`src/rtl/piano_pkg.sv`:
```
// Shared note, keycode and command definitions for the keypad-to-voice mappers.
package piano_pkg;

  localparam int unsigned NOTE_W = 4;
  localparam int unsigned KC_W   = 5;
  localparam int unsigned OCT_W  = 4;

  typedef enum logic [NOTE_W-1:0] {
    REST = 4'd0,
    C    = 4'd1,
    CS   = 4'd2,
    D    = 4'd3,
    DS   = 4'd4,
    E    = 4'd5,
    F    = 4'd6,
    FS   = 4'd7,
    G    = 4'd8,
    GS   = 4'd9,
    A    = 4'd10,
    AS   = 4'd11,
    B    = 4'd12
  } note_e;

  localparam logic [KC_W-1:0] KC_C      = 5'd4;
  localparam logic [KC_W-1:0] KC_CS     = 5'd8;
  localparam logic [KC_W-1:0] KC_D      = 5'd5;
  localparam logic [KC_W-1:0] KC_DS     = 5'd9;
  localparam logic [KC_W-1:0] KC_E      = 5'd6;
  localparam logic [KC_W-1:0] KC_F      = 5'd7;
  localparam logic [KC_W-1:0] KC_FS     = 5'd11;
  localparam logic [KC_W-1:0] KC_G      = 5'd12;
  localparam logic [KC_W-1:0] KC_GS     = 5'd16;
  localparam logic [KC_W-1:0] KC_A      = 5'd13;
  localparam logic [KC_W-1:0] KC_AS     = 5'd17;
  localparam logic [KC_W-1:0] KC_B      = 5'd14;
  localparam logic [KC_W-1:0] KC_OCT_UP = 5'd15;
  localparam logic [KC_W-1:0] KC_OCT_DN = 5'd19;

  typedef enum logic [1:0] {
    CMD_NONE   = 2'd0,
    CMD_NOTE   = 2'd1,
    CMD_OCT_UP = 2'd2,
    CMD_OCT_DN = 2'd3
  } cmd_e;

endpackage

```
`src/rtl/piano_key_decode.sv`:
```
// Combinational keycode decoder: scanner index -> command and note code.
module piano_key_decode
  import piano_pkg::*;
(
  input  logic [4:0] keycode,
  output logic [1:0] cmd_c,
  output logic [3:0] note_c
);

  always_comb begin
    cmd_c  = CMD_NONE;
    note_c = REST;
    case (keycode)
      KC_C:      begin cmd_c = CMD_NOTE; note_c = C;  end
      KC_CS:     begin cmd_c = CMD_NOTE; note_c = CS; end
      KC_D:      begin cmd_c = CMD_NOTE; note_c = D;  end
      KC_DS:     begin cmd_c = CMD_NOTE; note_c = DS; end
      KC_E:      begin cmd_c = CMD_NOTE; note_c = E;  end
      KC_F:      begin cmd_c = CMD_NOTE; note_c = F;  end
      KC_FS:     begin cmd_c = CMD_NOTE; note_c = FS; end
      KC_G:      begin cmd_c = CMD_NOTE; note_c = G;  end
      KC_GS:     begin cmd_c = CMD_NOTE; note_c = GS; end
      KC_A:      begin cmd_c = CMD_NOTE; note_c = A;  end
      KC_AS:     begin cmd_c = CMD_NOTE; note_c = AS; end
      KC_B:      begin cmd_c = CMD_NOTE; note_c = B;  end
      KC_OCT_UP: cmd_c = CMD_OCT_UP;
      KC_OCT_DN: cmd_c = CMD_OCT_DN;
      default:   ;
    endcase
  end

endmodule

```
`src/rtl/piano_keypad_poly.sv`:
```
// Polyphonic keypad mapper: allocates voice slots with oldest-voice stealing,
// tracks the octave, and emits per-slot retrigger pulses.
module piano_keypad_poly
  import piano_pkg::*;
#(
  parameter int unsigned NUM_VOICES = 4,
  parameter int unsigned OCT_MIN    = 0,
  parameter int unsigned OCT_MAX    = 9,
  parameter int unsigned OCT_INIT   = 4
) (
  input  logic                    clk,
  input  logic                    rst,
  input  logic                    key_valid,
  output logic                    key_ready,
  input  logic                    key_press,
  input  logic [4:0]              keycode,
  input  logic                    panic,
  output logic [3:0]              octave,
  output logic [NUM_VOICES-1:0]   voice_active,
  output logic [4*NUM_VOICES-1:0] voice_note,
  output logic [4*NUM_VOICES-1:0] voice_octave,
  output logic [NUM_VOICES-1:0]   voice_trig
);

  localparam int unsigned RANK_W = (NUM_VOICES > 1) ? $clog2(NUM_VOICES) : 1;

  logic                  ready_q, ready_d;
  logic [OCT_W-1:0]      octave_q, octave_d;
  logic [NUM_VOICES-1:0] active_q, active_d;
  logic [NUM_VOICES-1:0] trig_q, trig_d;
  logic [NOTE_W-1:0]     note_q [NUM_VOICES];
  logic [NOTE_W-1:0]     note_d [NUM_VOICES];
  logic [OCT_W-1:0]      voct_q [NUM_VOICES];
  logic [OCT_W-1:0]      voct_d [NUM_VOICES];
  logic [KC_W-1:0]       kc_q   [NUM_VOICES];
  logic [KC_W-1:0]       kc_d   [NUM_VOICES];
  logic [RANK_W-1:0]     rank_q [NUM_VOICES];
  logic [RANK_W-1:0]     rank_d [NUM_VOICES];

  logic [1:0]        cmd_raw;
  cmd_e              cmd;
  logic [NOTE_W-1:0] dec_note;

  piano_key_decode u_decode (
    .keycode (keycode),
    .cmd_c   (cmd_raw),
    .note_c  (dec_note)
  );

  assign cmd = cmd_e'(cmd_raw);

  logic              hit;
  logic [RANK_W-1:0] hit_idx;
  logic              free_found;
  logic [RANK_W-1:0] free_idx;
  logic [RANK_W-1:0] oldest_idx;
  logic [RANK_W-1:0] alloc_idx;

  // Held-key match, lowest free slot and least-recently-allocated slot.
  always_comb begin
    hit        = 1'b0;
    hit_idx    = '0;
    free_found = 1'b0;
    free_idx   = '0;
    oldest_idx = '0;
    for (int unsigned i = 0; i < NUM_VOICES; i++) begin
      if (active_q[i] && (kc_q[i] == keycode) && !hit) begin
        hit     = 1'b1;
        hit_idx = RANK_W'(i);
      end
      if (!active_q[i] && !free_found) begin
        free_found = 1'b1;
        free_idx   = RANK_W'(i);
      end
      if (rank_q[i] == RANK_W'(NUM_VOICES - 1)) begin
        oldest_idx = RANK_W'(i);
      end
    end
  end

  assign alloc_idx = free_found ? free_idx : oldest_idx;

  always_comb begin
    ready_d  = 1'b1;
    octave_d = octave_q;
    active_d = active_q;
    trig_d   = '0;
    for (int unsigned i = 0; i < NUM_VOICES; i++) begin
      note_d[i] = note_q[i];
      voct_d[i] = voct_q[i];
      kc_d[i]   = kc_q[i];
      rank_d[i] = rank_q[i];
    end

    if (panic) begin
      active_d = '0;
      for (int unsigned i = 0; i < NUM_VOICES; i++) begin
        note_d[i] = REST;
      end
    end else if (key_valid && ready_q) begin
      if (key_press) begin
        case (cmd)
          CMD_OCT_UP: if (octave_q < OCT_W'(OCT_MAX)) octave_d = octave_q + 4'd1;
          CMD_OCT_DN: if (octave_q > OCT_W'(OCT_MIN)) octave_d = octave_q - 4'd1;
          CMD_NOTE: begin
            if (!hit) begin
              active_d[alloc_idx] = 1'b1;
              note_d[alloc_idx]   = dec_note;
              voct_d[alloc_idx]   = octave_q;
              kc_d[alloc_idx]     = keycode;
              trig_d[alloc_idx]   = 1'b1;
              // Younger slots age by one; the allocated slot becomes the newest.
              for (int unsigned i = 0; i < NUM_VOICES; i++) begin
                if (rank_q[i] < rank_q[alloc_idx]) rank_d[i] = rank_q[i] + 1'b1;
              end
              rank_d[alloc_idx] = '0;
            end
          end
          default: ;
        endcase
      end else if (hit) begin
        active_d[hit_idx] = 1'b0;
        note_d[hit_idx]   = REST;
      end
    end
  end

  always_ff @(posedge clk) begin
    if (rst) begin
      ready_q  <= 1'b0;
      octave_q <= OCT_W'(OCT_INIT);
      active_q <= '0;
      trig_q   <= '0;
      for (int unsigned i = 0; i < NUM_VOICES; i++) begin
        note_q[i] <= REST;
        voct_q[i] <= '0;
        kc_q[i]   <= '0;
        rank_q[i] <= RANK_W'(i);
      end
    end else begin
      ready_q  <= ready_d;
      octave_q <= octave_d;
      active_q <= active_d;
      trig_q   <= trig_d;
      for (int unsigned i = 0; i < NUM_VOICES; i++) begin
        note_q[i] <= note_d[i];
        voct_q[i] <= voct_d[i];
        kc_q[i]   <= kc_d[i];
        rank_q[i] <= rank_d[i];
      end
    end
  end

  assign key_ready    = ready_q;
  assign octave       = octave_q;
  assign voice_active = active_q;
  assign voice_trig   = trig_q;

  for (genvar g = 0; g < NUM_VOICES; g++) begin : g_voice_out
    assign voice_note[4*g +: 4]   = note_q[g];
    assign voice_octave[4*g +: 4] = voct_q[g];
  end

endmodule

```
`config.mk`:
```
export PLATFORM = sky130hd
export DESIGN_NAME = piano_keypad_poly
export DESIGN_NICKNAME = d
export VERILOG_FILES = /design/src/rtl/piano_pkg.sv /design/src/rtl/piano_key_decode.sv /design/src/rtl/piano_keypad_poly.sv
export SDC_FILE = /design/constraint.sdc
export NUM_CORES = 1
export LEC_CHECK = 0
export BUFFER_PORTS_ARGS = -buffer_cell sky130_fd_sc_hd__clkbuf_2
export CAP_MARGIN = 20
export CORE_UTILIZATION = 51
export DETAILED_ROUTE_END_ITERATION = 8
export PLACE_DENSITY_LB_ADDON = 0.25
export SLEW_MARGIN = 25
export SYNTH_ARGS = -nofsm -noshare
export SYNTH_HDL_FRONTEND = slang
export SYNTH_HIERARCHICAL = 1
export SYNTH_SLANG_ARGS = --single-unit
```
`constraint.sdc`:
```
create_clock -name clk -period 2.5 [get_ports clk]
set_input_delay 0.125 -clock clk [delete_from_list [all_inputs] [get_ports clk]]
set_output_delay 0.125 -clock clk [all_outputs]
set_load 0.01 [all_outputs]
```
== Yosys cells after proc, flatten, opt, wreduce, memory -nomap -nowiden ==
Memory sizes are Yosys's and may differ from the RTL's.
Cells that the tools add are included.

* Flip-flop bits (word level): 13
* Bits in latches: 0
* RAM bits: 60
* Memory bits (read-only): 0
* Input bits: 10
* Output and inout port bits: 45
* Logic and storage cells: 221
* Memories kept: 4

{| class="wikitable"
|+ Memories
! name !! depth !! bits a word !! read ports !! clocked after Yosys merged registers in !! wr ports !! RTL line !! text
|-
| kc_q || 4 || 5 || 4 || 0 || 4 || piano_keypad_poly.sv:35 || <nowiki>logic [KC_W-1:0] kc_q [NUM_VOICES];</nowiki>
|-
| note_q || 4 || 4 || 4 || 0 || 4 || piano_keypad_poly.sv:31 || <nowiki>logic [NOTE_W-1:0] note_q [NUM_VOICES];</nowiki>
|-
| voct_q || 4 || 4 || 4 || 0 || 4 || piano_keypad_poly.sv:33 || <nowiki>logic [OCT_W-1:0] voct_q [NUM_VOICES];</nowiki>
|-
| rank_q || 4 || 2 || 5 || 0 || 4 || piano_keypad_poly.sv:37 || <nowiki>logic [RANK_W-1:0] rank_q [NUM_VOICES];</nowiki>
|}

* Add/sub/neg operators: 6
* Multipliers: 0
* Div/mod/pow operators: 0
* Magnitude comparators: 14
* Eq/ne operators: 28
* Shifts and indexed selects: 0
* Muxes and demuxes: 106
* Bitwise operators: 29
* Reductions and logical operators: 30

{| class="wikitable"
|+ Operator list
! cell !! count
|-
| $mux 16 || 11
|-
| $mux 20 || 5
|-
| $mux 2 || 36
|-
| $mux 4 || 16
|-
| $pmux 4 s12 || 1
|-
| $mux 8 || 5
|-
| $eq 5x4->1 const B || 7
|-
| $bwmux 16 || 2
|-
| $mux 5 || 5
|-
| $bwmux 20 || 1
|-
| $eq 5x3->1 const B || 4
|-
| $eq 5x5->1 || 4
|-
| $and 16x16->16 || 1
|-
| $demux 4 s2 || 2
|-
| $mux 1 || 16
|-
| $not 16->16 || 1
|-
| $or 1x1->1 || 16
|-
| $eq 5x5->1 const B || 3
|-
| $logic_and 1x1->1 || 15
|-
| $reduce_or 12->1 || 1
|-
| $demux 5 s2 || 1
|-
| $eq 2x2->1 const B || 5
|-
| $add 2x1->2 const B || 4
|-
| $and 8x8->8 || 1
|-
| other kinds (28) || 50
|}

== Logic depth before layout (Yosys ltp) ==
Gate-level depths: netlist of the first run.
An unclocked memory read counts as a cell.

* Depth after elaboration: 25
* Mapped depth: 12
* Mapped depth without buffers: 11

== By module ==
Netlist of the first run, hierarchy kept.

{| class="wikitable"
|+ Modules (own cells, without submodules)
! module !! times used !! cells an instance !! area each (µm²) !! seq. area each (µm²)
|-
| piano_keypad_poly || 1 || 356 || 3482.1 || 1461.4
|-
| piano_key_decode || 1 || 28 || 168.9 || 0.0
|}

== Worst setup path after synthesis of the first run ==
No wires, ideal clock.

* Path kind: reg2reg
* Start: memory rank_q[3][0] in the netlist's numbering
* End: memory rank_q[3][0] in the netlist's numbering
* Setup time: 79 ps
* Arrival time: 2338 ps
* Required time: 2421 ps
* Path slack: 83 ps
* Stages on the path, launching flop included: 9
* Path buffers: 0
* Period minus slack after synthesis: 2417 ps
* Cell sequence: dfxtp_1 > ha_1 > nand2b_1 > o211a_1 > or4b_4 > a31oi_4 > nand2_1 > a2111o_1 > o211ai_1

{| class="wikitable"
|+ RTL lines
! what !! RTL line
|-
| start, declared || piano_keypad_poly.sv:37
|}

==> results of run 1 <==
[final cells by class]
type	count	area [um^2]	share of cell area [%]
Clock buffer	14	153	3.43
Clock inverter	2	13.8	0.310
Inverter	11	41.3	0.929
Multi-Input combinational cell	278	2020	45.5
Sequential cell	73	1460	32.9
Tap cell	96	120	2.70
Timing Repair Buffer	101	636	14.3
[worst max-delay path, stage by stage, from the launching register on]
cell,delay (ns)
sky130_fd_sc_hd__dfxtp_1,0.32
sky130_fd_sc_hd__ha_1,0.23
sky130_fd_sc_hd__nand2b_1,0.18
sky130_fd_sc_hd__o211a_1,0.25
sky130_fd_sc_hd__or4b_4,0.56
sky130_fd_sc_hd__a31oi_4,0.18
sky130_fd_sc_hd__nand2_1,0.10
sky130_fd_sc_hd__a2111o_1,0.41
sky130_fd_sc_hd__o211ai_1,0.09
[sequential cells by signal, summed over array words and instances, names as in the netlist]
register / cells
key_ready: 1
voice_active: 4
octave: 4
voct_q: 16
voice_trig: 4
kc_q: 20
note_q: 16
rank_q: 8
[power breakdown]
group / leakage (nW) / switching, mW / internal [mW]
clock network: 0.0847 / 0.426 / 0.390
registers: 0.589 / 0.00386 / 1.17
logic: 1.26 / 0.104 / 0.0703
total: 1.93 / 0.534 / 1.63
[cell families after synthesis]
| logic type | after synthesis | share of synthesized area (%) |
|---|---|---|
| AOI/OAI and AO/OA | 115 | 25.4 |
| xor gates and xnor gates | 24 | 5.76 |
| adders and majority gates | 6 | 2.26 |
| buffers and inverters | 33 | 4.69 |
| DFF | 73 | 40.0 |
| muxes | 15 | 4.11 |
| and+or+nand+nor | 118 | 17.7 |
[cell usage in the layout, fill, tap and decap left out, drive strengths merged, types with 2 or more instances in the layout]
cell type | synthesis | routed
o21ai | 15 | 15
a31oi | 3 | 3
ha | 5 | 5
mux2i | 15 | 15
o31ai | 3 | 3
or2 | 3 | 3
nand3 | 12 | 12
nand3b | 3 | 3
and2 | 3 | 3
or3 | 2 | 2
a21o | 2 | 2
nor2 | 25 | 25
nor2b | 13 | 13
clkinv | 0 | 2
nand2b | 2 | 2
a31o | 3 | 3
nor3 | 6 | 6
buf | 16 | 47
xor2 | 17 | 17
clkbuf | 6 | 68
a211oi | 5 | 5
and3 | 4 | 4
inv | 11 | 11
dfxtp | 73 | 73
nand4b | 2 | 2
a21oi | 18 | 18
a32o | 8 | 8
a41oi | 2 | 2
o21a | 4 | 4
o2bb2ai | 2 | 2
nor3b | 3 | 3
nor4 | 6 | 6
nand4 | 3 | 3
nand2 | 27 | 27
o22a | 6 | 6
a22o | 26 | 26
o211ai | 7 | 7
xnor2 | 7 | 7
[metrics by stage]
stage                     hold WS [ns]  std cells  worst slack, ns
after floorplan                  0.380        384           0.0833
after global placement           0.453        559           0.0596
after detailed placement         0.450        559           0.0700
after CTS                        0.191        575           0.0856
after global routing             0.237        575          0.00147
final                            0.200        575           0.0948
[worst paths after layout]
| kind | endpoint | slack (ns) | depth (start not counted) | startpoint |
|---|---|---|---|---|
| hold reg to reg | note_q[1][3]$_SDFFE_PP0P_ | 0.47 | 1 | note_q[1][3]$_SDFFE_PP0P_ |
| setup reg to reg | rank_q[3][0]$_SDFFE_PP1P_ | 0.09 | 8 | rank_q[3][0]$_SDFFE_PP1P_ |
| hold / removal | kc_q[1][4]$_SDFFE_PP0P_ | 0.20 | 3 | keycode[4] |
| setup / recovery | rank_q[3][0]$_SDFFE_PP1P_ | 0.09 | 8 | rank_q[3][0]$_SDFFE_PP1P_ |
[metal layers]
| metal | track usage (%) | vias to the layer above | share of wire, % |
|---|---|---|---|
| met5 | 0 | - | 0 |
| met4 | 10.8 | 0 | 1.8 |
| met3 | 3.62 | 14 | 4.3 |
| met2 | 43.7 | 91 | 48 |
| met1 | 36.0 | 1640 | 46 |
| li1 | - | 1609 | - |
==> results.cfg, run 1 <==
[clock_tree]
clkTransAtPathRegs_ns = 0.07
numCtsBuffers = 9
cts.repair_timing.setup_buffer_count = 0
cts-htree-levels = 3
cts_hold_buffers = 0
number_of_clock_sinks = 73
ctsLongestPathBuffers = 2
cts_root_buffer = sky130_fd_sc_hd__clkbuf_8
clock_latency_ns = 0.34
cts_tree = done
post_cts.resized_instances = 0

[synth]
number_of_flops_mapped_to_enable_cells_by_yosys = 0
synth.yosys.warnings = 6
synth_most_common_cell = sky130_fd_sc_hd__dfxtp_1
synth_top_flop_cell = sky130_fd_sc_hd__dfxtp_1
yosysTopAreaCell = sky130_fd_sc_hd__dfxtp_1
syn_nets = 400
ys_ff_latch = 73
postSynthCellCount = 384
syn_area_per_cell_um2 = 9.51
synth.top_cells.by_count = sky130_fd_sc_hd__dfxtp_1, sky130_fd_sc_hd__nand2_1, sky130_fd_sc_hd__a22o_1
synth_largest_type_area_fraction_pct = 40.0
post_synthesis_cell_type_count = 66
synth-async-reset-ratio_pct = 0
synthesis.area_um2 = 3650
synth_top_cells_by_area = sky130_fd_sc_hd__dfxtp_1, sky130_fd_sc_hd__a22o_1, sky130_fd_sc_hd__mux2i_1
sequential_cell_area_fraction_in_the_yosys_report_pct = 40.0

[timing]
drv_slew = 0
fin_tns_setup_ns = 0
timing.final.setup_violations = 0
worst_clk_skew_ns = 0.00546
worst_slew_margin_rel_pct = 51.4
final_period_demand_of_the_worst_path_ns = 2.41
hold_violations = 0
rsz0062_at_grt = no
max_freq_mhz = 416
final.period_utilization_pct = 96.2
max_slew.worst_pin.slew_ns = 0.729

[placed_design]
placed_inst_area_um2 = 4280
globalplace.congestion = 0.903
io_buffers = 54
detailed_place_hpwl_um = 7060

[power]
power_density_nw_per_um2 = 486
peakVddDrop_uv = 359
design_power_total_mw = 2.16
total_leakage_power_nw = 1.93

[global_route]
grt_antenna_before_repair = 0
global_route.overflow_total = 0
grt_max_degree = 27
grt_pass1_wl_um = 15400
track_usage_pct = 26.8
first_global_vias = 3108

[die]
ios = 55
placeableCoreArea_um2 = 6870
initial_utilization_pct = 53.2
die_x_um = 86.6
dieArea_um2 = 7500
rows = 30
chip_height_um = 86.6

[critical_path]
worstSetupStartpointType = flop
worst_setup_path_end_kind = flop
critPathRequiredTime_ns = 2.77
critPathMaxFanout = 4
cp_data_arrival_time_ns = 2.68
timing.setup.critical_path_class = reg2reg

[drt]
route.final.wire_length_um = 9570
avgRoutedWirePerCell_um = 16.6
detail_route.vias_per_cell = 5.83
detailed_route_drc_error_count = 0
drtAntennaViolNets = 0
dr.pass1.iters = 5
drt_iter0_drc = 170
vias = 3354

[cells_and_area]
finish.net_count = 490
fraction_of_layout_cells_with_a_size_suffix_above_1_pct = 28.4
syn_to_final_growth_pct = 21.8
antenna_cells = 0
finalCoreUtilization_pct = 64.7
fillers = 581
final_design_area_no_fill_um2 = 4450

[min_path]
class_of_the_worst_hold_path = in2reg

[outcome]
outcome = complete, no violations

[flow_run]
maxCapViolCount = 0
No activity file was read; power rests on OpenSTA's default activity.
==> run 2, diff against run 1 <==
GPL_TIMING_DRIVEN = 0   (was not set)
==> results.cfg, run 2 (synthesized netlist as in run 1, its figures left out) <==
[min_path]
class_of_the_worst_hold_path = in2reg
hold_path_end = kc_q[1][3]$_SDFFE_PP0P_
hold_path_startpoint = keycode[3]
min_delay_path_depth = 2

[die]
rows = 30
initial_utilization_pct = 53.2
dieArea_um2 = 7500
chip_height_um = 86.6
placeableCoreArea_um2 = 6870
die_x_um = 86.6
ios = 55

[clock_tree]
ctsLongestPathBuffers = 2
cts_root_buffer = sky130_fd_sc_hd__clkbuf_8
cts_tree = done
numCtsBuffers = 9
cts-htree-levels = 3
number_of_clock_sinks = 73
clock_latency_ns = 0.35
clkTransAtPathRegs_ns = 0.08

[cells_and_area]
fraction_of_layout_cells_with_a_size_suffix_above_1_pct = 26.8
largest_register = kc_q
top_regs = kc_q x20, note_q x16, voct_q x16
layout.cells.most_common_list = sky130_fd_sc_hd__dfxtp_1, sky130_fd_sc_hd__clkbuf_2, sky130_fd_sc_hd__nand2_1
syn_to_final_growth_pct = 18.1
finish.net_count = 467
antenna_cells = 0
max_ffs_per_register = 20
final_common_cell = sky130_fd_sc_hd__dfxtp_1

[critical_path]
cp_data_arrival_time_ns = 2.74
worst_r2r_startpoint = rank_q[3][0]$_SDFFE_PP1P_
worst_setup_path_end_kind = flop
critPathMaxFanout = 7
setup.reg_to_reg.worst_slack_ns = 0.03
timing.critical_path.from = rank_q[3][0]$_SDFFE_PP1P_
worstSetupStartpointType = flop
ff_to_ff_path_depth = 8
crit-reg2reg-capture = rank_q[3][0]$_SDFFE_PP1P_
cpMaxStageDelayCell = sky130_fd_sc_hd__or4b_4
cp_cell_sequence = ha_1, and4bb_2, nor2_2, or4b_4, a31oi_4, nand2_1, a2111o_1, o211ai_1
timing.critical_path.slowest_cell_delay_ns = 0.53
timing.setup.critical_path_class = reg2reg
critPathRequiredTime_ns = 2.77

[global_route]
grt_max_degree = 13
grt_antenna_before_repair = 0
track_usage_pct = 26.1
global_route.overflow_total = 0
grt_pass1_wl_um = 15000
first_global_vias = 2981

[timing]
worst_clk_skew_ns = 0.0140
fin_tns_setup_ns = 0
final_period_demand_of_the_worst_path_ns = 2.47
hold_violations = 0
max_slew.worst_pin.slew_ns = 0.618
final.period_utilization_pct = 98.7
drv_slew = 0
max_freq_mhz = 405
worst_slew_margin_rel_pct = 58.8
rsz0062_at_grt = yes
timing.final.setup_violations = 0

[power]
total_leakage_power_nw = 1.83
peakVddDrop_uv = 279
logic_pwr_share_pct = 6.6
total_switching_power_uw = 540
power_density_nw_per_um2 = 526
design_power_total_mw = 2.27
intPower_mw = 1.73
power_frac_seq_pct = 51.7
clock_power_share_pct = 41.7
power_switching_share_pct = 23.8

[drt]
drtAntennaViolNets = 0
wl_met2_um = 4360
maxUsedRoutingLayer = met4
route.met3.wl_um = 515
dr.pass1.iters = 5
detail_route.vias_per_cell = 5.97
m1WireLength_um = 4200
avgRoutedWirePerCell_um = 17.0
vias = 3288
route.final.wire_length_um = 9340
detailed_route_drc_error_count = 0
drt_iter0_drc = 262

[flow_run]
maxCapViolCount = 0

[placed_design]
io_buffers = 51
globalplace.congestion = 0.915
detailed_place_hpwl_um = 6630

[outcome]
outcome = complete, no violations
run 2: changes by cell type in the layout (fill, tap and decap cells not counted), moves of 3 or more:
cell                       delta
sky130_fd_sc_hd__buf_4       -40
sky130_fd_sc_hd__clkbuf_2     -3
sky130_fd_sc_hd__buf_6        +4
sky130_fd_sc_hd__dfxtp_2      +3
sky130_fd_sc_hd__buf_2       +11
sky130_fd_sc_hd__dfxtp_1      -4
run 2: repair_timing:
action,4_1_cts,5_1_grt
hold buffers,0,0
setup buffers,1,4
pin swaps,1,5
hold endpoints to repair,0,0
setup endpoints to repair,14,30
gates resized for setup,8,10
run 2: metal layers:
metal	up-vias	GRT usage, %
met3	21	4.48
met4	0	13.2
met5	-	0
met1	1580	35.1
li1	1562	-
met2	125	40.3
run 2: through the flow:
step	hold slack, ns	instance area [um^2]	cells	setup WS (ns)	utilization [%]
2_1_floorplan	0.380	3650	384	0.0833	-
3_3_place_gp	0.406	4030	531	-0.374	58.6
3_5_place_dp	0.408	4030	531	-0.445	58.6
4_1_cts	0.0436	4260	547	0.00880	62.0
5_1_grt	0.0484	4310	551	-0.0667	62.8
6_report	0.0532	4310	551	0.0324	62.8
run 2: worst max-delay path by stage:
stage / endpoint / slack, ns / depth (start not counted)
2_1_floorplan: rank_q[3][0]$_SDFFE_PP1P_ / 0.08 / 8
3_3_place_gp: voct_q[0][3]$_SDFFE_PP0P_ / -0.37 / 11
3_5_place_dp: voct_q[0][0]$_SDFFE_PP0P_ / -0.45 / 11
6_report: rank_q[3][0]$_SDFFE_PP1P_ / 0.03 / 8
4_1_cts: rank_q[3][0]$_SDFFE_PP1P_ / 0.009 / 8
5_1_grt: rank_q[2][0]$_SDFFE_PP0P_ / -0.07 / 8
run 2: critical path, delay by kind of cell, from the launching register on:
family | cells | cell delay (ns)
simple gates | 4 | 1.07
fa+ha+maj | 1 | 0.24
compound gates | 3 | 0.69
flops | 1 | 0.39
run 2: power by group through the flow:
stage               logic (mW)  registers [mW]  clock network [mW]
floorplan                0.102            1.20                   0
global placement         0.141            1.20                   0
detailed placement       0.144            1.20                   0
CTS                      0.146            1.17               0.961
global route             0.162            1.18                1.01
finish                   0.149            1.17               0.947
run 2: cell type report:
cell class	count	area [um^2]
clock inverter	4	51.3
tap	96	120
timing repair buffer	56	293
sequential	73	1470
clock buffer	11	151
fill	578	2560
buffer	22	130
multi-input combinational	278	2060
inverter	11	41.3
==> run 3, diff against run 2 <==
clock period = 2.19 ns   (was 2.5 ns; I/O delays follow)
==> results.cfg, run 3 (synthesized netlist as in run 1, its figures left out) <==
[outcome]
outcome = complete, but fails checks
failed_checks = setup timing

[drt]
m1WireLength_um = 4470
avgRoutedWirePerCell_um = 17.6
wl_met2_um = 4620
detailed_route_drc_error_count = 0
vias = 3434
detail_route.vias_per_cell = 6.07
route.final.wire_length_um = 9990
maxUsedRoutingLayer = met4
drt_iter0_drc = 227
route.met3.wl_um = 634
dr.pass1.iters = 5
drtAntennaViolNets = 0

[clock_tree]
clkTransAtPathRegs_ns = 0.08
cts-htree-levels = 3
numCtsBuffers = 9
cts_hold_buffers = 0
number_of_clock_sinks = 73
cts_root_buffer = sky130_fd_sc_hd__clkbuf_8
cts_tree = done
clock_latency_ns = 0.35
ctsLongestPathBuffers = 2

[timing]
worst_slew_margin_rel_pct = 61.0
rsz0062_at_grt = yes
setup_slack_ns = -0.161
drv_slew = 0
max_slew.worst_pin.slew_ns = 0.585
final.period_utilization_pct = 107
hold_violations = 0
final_period_demand_of_the_worst_path_ns = 2.35
fin_tns_setup_ns = -1.40
timing.final.setup_violations = 16
max_freq_mhz = 425
worst_clk_skew_ns = 0.0100

[cells_and_area]
largest_register = kc_q
syn_to_final_growth_pct = 27.3
finalCoreUtilization_pct = 67.7
final-seq-area_um2 = 1490
layout.cells.most_common_list = sky130_fd_sc_hd__dfxtp_1, sky130_fd_sc_hd__clkbuf_2, sky130_fd_sc_hd__a22o_1
top_regs = kc_q x20, note_q x16, voct_q x16
finish.net_count = 482
max_ffs_per_register = 20
final_common_cell = sky130_fd_sc_hd__dfxtp_1
multi_input_area_um2 = 2260
fraction_of_layout_cells_with_a_size_suffix_above_1_pct = 34.3
fillers = 527
antenna_cells = 0
post_layout_nonfiller_instances = 566

[critical_path]
worstSetupStartpointType = flop
ff_to_ff_path_depth = 8
critPathMaxFanout = 4
critPathRequiredTime_ns = 2.42
crit-reg2reg-capture = rank_q[1][0]$_SDFFE_PP1P_
worst_r2r_startpoint = rank_q[2][0]$_SDFFE_PP0P_
worst_setup_path_end_kind = flop
setup.reg_to_reg.worst_slack_ns = -0.16
timing.setup.critical_path_class = reg2reg
cp_data_arrival_time_ns = 2.58
worst_setup_ep = rank_q[1][0]$_SDFFE_PP1P_
timing.critical_path.from = rank_q[2][0]$_SDFFE_PP0P_

[die]
rows = 30
die_x_um = 86.6
ios = 55
dieArea_um2 = 7500
placeableCoreArea_um2 = 6870
initial_utilization_pct = 53.2
chip_height_um = 86.6

[global_route]
track_usage_pct = 26.5
grt_antenna_before_repair = 0
global_route.overflow_total = 0
first_global_vias = 3093
grt_pass1_wl_um = 15200
grt_max_degree = 12

[power]
power_density_nw_per_um2 = 519
total_leakage_power_nw = 1.91
power_switching_share_pct = 25.4
power_frac_seq_pct = 55.2
logic_pwr_share_pct = 8.1
total_switching_power_uw = 612
design_power_total_mw = 2.41
peakVddDrop_uv = 333
clock_power_share_pct = 36.6
intPower_mw = 1.80

[flow_run]
maxCapViolCount = 0

[placed_design]
detailed_place_hpwl_um = 6730
placed_cells_incl_taps = 531
post-place-ws_ns = -0.533
io_buffers = 51
globalplace.congestion = 0.926

[min_path]
class_of_the_worst_hold_path = in2reg
==> run 3: per-layer routing <==
metal	global-route usage (%)	up-vias
met3	6.86	20
met2	40.8	143
met5	0	-
met1	35.4	1678
met4	10.5	0
li1	-	1593
==> run 3: area by class of cell <==
class                   count  area share [%]
multi-input cells         278            48.7
flip-flops and latches     73            32.0
repair buffers             73            9.32
plain buffers              20            3.23
clock buffers              12            2.91
well taps                  96            2.58
inverters                  11           0.889
clock inverters             3           0.404
==> run 3: worst max-delay path, stage by stage, from the launching register on <==
cell and delay, ns:
sky130_fd_sc_hd__dfxtp_4 0.37, sky130_fd_sc_hd__ha_4 0.18, sky130_fd_sc_hd__and4bb_2 0.37, sky130_fd_sc_hd__nor2_4 0.05
sky130_fd_sc_hd__or4b_4 0.54, sky130_fd_sc_hd__a31o_4 0.29, sky130_fd_sc_hd__a21oi_2 0.13, sky130_fd_sc_hd__mux2i_1 0.26
sky130_fd_sc_hd__a211oi_2 0.05
==> run 3: power by group through the flow <==
stage / Sequential (mW) / Combinational, mW / Clock (mW)
2_1_floorplan: 1.37 / 0.117 / 0
3_3_place_gp: 1.37 / 0.163 / 0
3_5_place_dp: 1.37 / 0.166 / 0
4_1_cts: 1.33 / 0.182 / 0.889
5_1_grt: 1.33 / 0.212 / 0.955
6_report: 1.33 / 0.196 / 0.885
==> run 3: worst min path at each step <==
stage	cells past startpoint	slack, ns	startpoint	end
after floorplan	2	0.36	keycode[1]	kc_q[0][1]$_SDFFE_PP0P_
final	2	0.04	keycode[3]	kc_q[0][3]$_SDFFE_PP0P_
after detailed placement	2	0.40	keycode[3]	kc_q[0][3]$_SDFFE_PP0P_
after global routing	2	0.03	keycode[3]	kc_q[0][3]$_SDFFE_PP0P_
after CTS	2	0.04	keycode[3]	kc_q[0][3]$_SDFFE_PP0P_
after global placement	2	0.39	keycode[3]	kc_q[1][3]$_SDFFE_PP0P_
==> run 3: stage by stage <==
stage                     instance area, um^2  hold slack, ns
final                                    4650          0.0404
after detailed placement                 4080           0.398
after CTS                                4460          0.0399
after global routing                     4650          0.0284
after global placement                   4080           0.393
after floorplan                          3700           0.365
==> run 3: what timing repair did <==
action,CTS,global route
setup buffers,15,7
pin swaps,20,13
gates cloned,0,0
endpoints found under the setup margin,58,59
resized for setup,27,36
